==> src/rtl/ff_bank.sv <==
// Bank of WIDTH bistable state bits whose update rule (D, T, SR or JK) is selected
// at run time, with sticky illegal-SR error flags and a registered change pulse.
module ff_bank #(
  parameter int               WIDTH   = 8,
  parameter logic [WIDTH-1:0] RST_VAL = {WIDTH{1'b0}}
) (
  input  logic             clk,
  input  logic             rst,
  input  logic             cfg_we,
  input  logic [1:0]       cfg_mode,
  input  logic             en,
  input  logic [WIDTH-1:0] a,
  input  logic [WIDTH-1:0] b,
  input  logic             err_clr,
  output logic [WIDTH-1:0] q,
  output logic [WIDTH-1:0] q_bar,
  output logic [1:0]       mode,
  output logic [WIDTH-1:0] err,
  output logic             err_any,
  output logic             changed
);

  typedef enum logic [1:0] {
    MODE_D  = 2'b00,
    MODE_T  = 2'b01,
    MODE_SR = 2'b10,
    MODE_JK = 2'b11
  } mode_e;

  mode_e            mode_q;
  logic [WIDTH-1:0] qn;
  logic [WIDTH-1:0] err_set;

  // Next state per bit. The mode in force is the one held before the edge, so a
  // mode write and an update on the same edge use the old rule.
  always_comb begin
    // NOTE: every output of this block gets a default first, so no path can infer a latch.
    qn      = q;
    err_set = '0;
    if (en) begin
      for (int i = 0; i < WIDTH; i++) begin
        unique case (mode_q)
          MODE_D: qn[i] = a[i];
          MODE_T: qn[i] = a[i] ? ~q[i] : q[i];
          MODE_SR: begin
            unique case ({a[i], b[i]})
              2'b10:   qn[i] = 1'b1;
              2'b01:   qn[i] = 1'b0;
              2'b11:   err_set[i] = 1'b1;  // illegal: hold and flag
              default: qn[i] = q[i];
            endcase
          end
          MODE_JK: begin
            unique case ({a[i], b[i]})
              2'b10:   qn[i] = 1'b1;
              2'b01:   qn[i] = 1'b0;
              2'b11:   qn[i] = ~q[i];
              default: qn[i] = q[i];
            endcase
          end
          default: qn[i] = q[i];
        endcase
      end
    end
  end

  always_ff @(posedge clk or posedge rst) begin
    // NOTE: non-blocking assignments here so every register samples pre-edge values.
    if (rst) begin
      q       <= RST_VAL;
      mode_q  <= MODE_SR;
      err     <= '0;
      changed <= 1'b0;
    end else begin
      if (cfg_we) mode_q <= mode_e'(cfg_mode);
      q       <= qn;
      // A new illegal event on the clearing edge wins for its own bit.
      err     <= err_clr ? err_set : (err | err_set);
      changed <= en & (|(qn ^ q));
    end
  end

  assign q_bar   = ~q;
  assign mode    = mode_q;
  assign err_any = |err;

endmodule

==> config.mk <==
export PLATFORM = sky130hd
export DESIGN_NAME = ff_bank
export DESIGN_NICKNAME = d
export VERILOG_FILES = /design/src/rtl/ff_bank.sv
export SDC_FILE = /design/constraint.sdc
export NUM_CORES = 1
export LEC_CHECK = 0
export ABC_CLOCK_PERIOD_IN_PS = 2070
export CAP_MARGIN = 30
export CORE_MARGIN = 4
export CORE_UTILIZATION = 42
export CTS_BUF_LIST = sky130_fd_sc_hd__clkbuf_16
export CTS_CLUSTER_DIAMETER = 100
export DETAILED_ROUTE_END_ITERATION = 16
export PLACE_DENSITY = 0.77
export SLEW_MARGIN = 15
export SYNTH_ARGS = -nofsm -noshare
export SYNTH_HDL_FRONTEND = slang
export SYNTH_SLANG_ARGS = --single-unit
==> constraint.sdc <==
create_clock -name clk -period 2.07 [get_ports clk]
set_clock_uncertainty 0.1 [all_clocks]
set_input_delay 0.414 -clock clk [delete_from_list [all_inputs] [get_ports clk]]
set_output_delay 0.414 -clock clk [all_outputs]
set_load 0.05 [all_outputs]
* Word-level counts from Yosys, hierarchy flattened
Cells that the tools add are included.
** Word-level totals
- Register bits after elaboration :: 19
- Output and inout port bits :: 28
- Logic and storage cells :: 97
- Bits of input ports :: 23
** Cells by class
- Reduce and logical (&&, ||, !) cells :: 3
- Muxes and demuxes :: 51
- Bitwise operators :: 12
- Eq/ne operators :: 27
** Operators with widths (count)
- 2-bit == test (second input constant) :: 18
- 1-bit case mux with 4 select lines :: 8
- 1-bit 2-to-1 mux :: 24
- 8-bit 2-to-1 mux :: 3
- 1-bit case mux with 3 select lines :: 8
- 2-bit by 1-bit == test with 1-bit output (second input constant) :: 9
- 1-bit case mux with 2 select lines :: 8
- 8-bit OR reduction :: 2
- 1-bit inverter :: 8
- 8-bit inverter :: 1
- 8-bit bitwise OR :: 1
- 8-bit bitwise XOR :: 1
- 2-bit zero test :: 1
- 1-bit bitwise AND :: 1

* Depth between registers and ports, before layout
- Depth after elaboration :: 7
- Gate-level depth with buffers :: 8
- Mapped depth without buffers :: 8

* Least setup slack after synthesis
OpenSTA, ideal clock, no wires.
- Path kind :: flip-flop to flip-flop
- Start point :: reg mode_q[1] (netlist: mode[1])
- End point :: reg changed
- Stages on the path, launching flop included :: 8
- Library setup time :: 0.135 ns
- Buffers on the path :: 1
- Data arrival time :: 1.925 ns
- Clock period less this slack :: 2.160 ns
- Data required time :: 1.835 ns
- Path slack :: -0.090 ns
- Cell sequence :: dfstp_2 -> nor2b_1 -> buf_6 -> mux2_1 -> nand2_1 -> o22ai_1 -> nor4_1 -> nand4_1
** Between the ends
- Longest elaborated chain between the ends :: 6
- Elaborated cells on any way between the ends :: 16
- Those cells by class :: eq/ne: 3; mux: 9; bitwise: 2; reduce/logical: 2
** RTL lines
- start: declaration :: RTL line 30 : mode_e mode_q;
- start signal: assignment :: RTL line 75 : if (cfg_we) mode_q <= mode_e'(cfg_mode);
- 2-bit == test, or another cell as far along :: RTL line 42 : unique case (mode_q)
- 1-bit case mux with 4 select lines :: RTL line 42
- 8-bit 2-to-1 mux * :: RTL line 40 : if (en) begin
- 8-bit bitwise XOR * :: RTL line 79 : changed <= en & (|(qn ^ q));
- 8-bit OR reduction * :: RTL line 79
- 1-bit bitwise AND * :: RTL line 79
- end signal: assignment :: RTL line 79
- end: declaration :: RTL line 20 : output logic changed
Mark *: on every way between the ends. The rest lies on a longest branch, timed or not.
A chain may end at the register's enable or synchronous reset.

* Worst setup path after layout
Ends and elaborated chain as after synthesis.

==> reports/results.ini <==
[critical_path]
timing.rr.end = changed
reg2reg_depth = 7
crit_slowest_cell = dfstp_2
r2r-start = mode[1]
reg2reg_slack_ns = 0.02
path_cells = nor2b_4 > buf_4 > mux2_2 > nand2_1 > o22ai_1 > nor4_2 > nand4_1
cp-start-kind = register
setup.worst_path.start = mode[1]
cp_data_arrival_time_ns = 2.07
path_class = reg -> reg
critPathMaxFanout = 5
cpPeakStageDelay_ns = 0.53
endpoint = changed
setup.worst_path.end_class = register
cp.required_ns = 2.09

[power_and_ir_drop]
p_per_area_nw_per_um2 = 707
ir_worst_vdd_mv = 0.450
power_mw = 1.80
power.leakage_nw = 1.23

[layout]
fill_cells = 288
final_area_um2 = 2550
nets = 303
synthToLayoutAreaGrowth_pct = 61.2
post-route-util_pct = 69.6
drive_gt1_share_pct = 31.2
n_antenna_cell = 0

[placement]
io_buffers = 50
place_ws_ns = -0.411
placed_area_um2 = 2280
globalplace.congestion = 0.780
dp_hpwl_um = 3370

[sta]
fin_ws_ns = 0.0165
max_slew.worst_pin.slew_ns = 0.500
max_slew_margin_pct = 66.6
period_needed_ns = 2.05
final_max_slew_viol_count = 0
rsz0062_at_grt = yes
hold_viol = 0
finalCritPeriodShare_pct = 99.2
fmax_ghz = 0.487
final-setup-viol-count = 0

[die]
die_x_um = 69.3
start_util_pct = 43.2
core-area_um2 = 3660
rows = 22
die_h_um = 69.3
ios = 51
die_area_um2 = 4810

[cts]
clk_pin_slew_ns = 0.06
clk_latency_ns = 0.25
clock-sinks = 19
clockRootBuffer = clkbuf_16
numCtsBuffers = 3
cts_tree = built
ctsHtreeMaxLevel = 1
clockBufferDepth = 2
cts_hold_buf = 0

[synth]
synth_ff_type = dfrtp_1
synthArstFlopShare_pct = 100
ys_seq_elements = 19
yosys_warnings = 0
synth_top_cell_area_share_pct = 28.5
ys_seq_area_share_pct = 30.2
synth-edff-count = 0
synth_area_leaders = dfrtp_1, ha_1, inv_1
synth.net_count = 224
syn_inst = 185
syn-cell-area_um2 = 1580
synth_cell_types = 40
syn_avg_cell_area_um2 = 8.54
synth_top_area_cell = dfrtp_1

[global_routing]
grt_use_total_pct = 18.6
grt_max_degree = 24
grt_pass1_vias = 1602
grt_antenna_before_repair = 0
overflow = 0
grt_pass1_wl_um = 7530

[job]
drv_cap = 0

[routing]
firstDrtPassIters = 4
drt_wl_total_um = 4710
vias_per_cell = 5.33
first_iter_violations = 94
drt.antenna.violating_nets = 0
drc = 0
num_vias = 1657
wl_per_cell_um = 15.1

[run_status]
status = complete, no violations

[hold_path]
hold_class = in -> async

## placed cells by master, fill, tap and decap left out, types with 4 or more instances in the layout
master,synthesis,layout
inv_2,0,5
inv_1,27,23
ha_1,16,10
dfrtp_1,18,18
a21oi_1,9,8
buf_12,0,4
o21ai_0,18,17
ha_4,0,6
dlymetal6s2s_1,0,6
nand2_1,19,19
dlygate4sd2_1,0,7
a21o_1,4,4
o221ai_1,5,5
nor2b_1,11,10
clkdlybuf4s50_1,0,18
mux2i_1,9,9
buf_4,1,45
mux2_2,6,6
## worst max-delay path: cells and delay by family, from the launching register on
family	cells	cell delay (ns)
buf+inv	1	0.15
flops	1	0.53
mux	1	0.32
simple gates	4	0.70
compound gates	1	0.11
## final cells by class
class	count	area, µm²	share of cell area (%)
multi-input combinational	132	1080	42.6
clock buffer	3	75.1	2.95
tap	48	60.1	2.36
timing repair buffer	81	746	29.3
sequential	19	477	18.7
clock inverter	1	3.75	0.147
inverter	27	101	3.98
## worst min path at each step
| stage | slack (ns) | endpoint | from | cells past startpoint |
|---|---|---|---|---|
| CTS | 0.42 | q[5] | rst | 3 |
| floorplan | 0.26 | changed | rst | 1 |
| finish | 0.40 | q[5] | rst | 3 |
| detailed placement | 0.44 | err[5] | err[5] | 2 |
| global route | 0.45 | q[5] | rst | 3 |
| global placement | 0.43 | err[2] | err[2] | 2 |
## sequential cells by signal, indices dropped and copies added (netlist names)
register,count
changed,1
mode,2
q,8
err,8
## power by group
part	internal, mW	switching, mW
registers	0.420	0.0612
logic	0.356	0.566
clock network	0.257	0.141
total	1.03	0.769
## Yosys cell counts, types with 2 or more instances
master	n
inv_1	27
nand2_1	19
dfrtp_1	18
o21ai_0	18
ha_1	16
nor2b_1	11
a21oi_1	9
mux2i_1	9
mux2_2	6
o221ai_1	5
a21o_1	4
buf_2	3
nand2b_1	3
nand3b_1	3
nor2_1	3
nor4_1	3
a32o_1	2
nand4_1	2
o21ai_1	2
o22ai_1	2
## layer usage
layer	vias to the layer above	routed length, µm	global-route usage [%]	part of all wire (%)
li1	799	-	-	-
met2	50	2440	32.9	52
met3	6	195	2.75	4.1
met4	0	36	2.60	0.76
met1	802	2040	24.5	43
met5	-	0	0	0
## metrics by stage
| step | hold WS, ns | instances | setup TNS [ns] |
|---|---|---|---|
| after floorplan | 0.264 | 185 | -0.0475 |
| after CTS | 0.421 | 307 | 0 |
| after global routing | 0.451 | 311 | -0.0672 |
| after detailed placement | 0.441 | 301 | -0.963 |
| after global placement | 0.433 | 301 | -0.698 |
| final | 0.404 | 311 | 0 |
## cells by family (layout without fill, tap and decap cells)
family | after synthesis | after routing | synth area share [%]
flops | 19 | 19 | 30.2
simple gates | 49 | 49 | 16.4
mux | 17 | 17 | 11.6
compound gates | 50 | 50 | 20.1
buf+inv | 34 | 112 | 9.03
fa+ha+maj | 16 | 16 | 12.7
## timing repair
| item | 4_1_cts | 5_1_grt |
|---|---|---|
| endpoints found under the setup margin | 1 | 1 |
| gates resized for setup | 22 | 13 |
| cloned | 0 | 0 |
| endpoints found under the hold margin | 0 | 0 |
| buffers inserted | 2 | 4 |
| pin swaps | 5 | 4 |
Power figures use the tool's default switching activity.
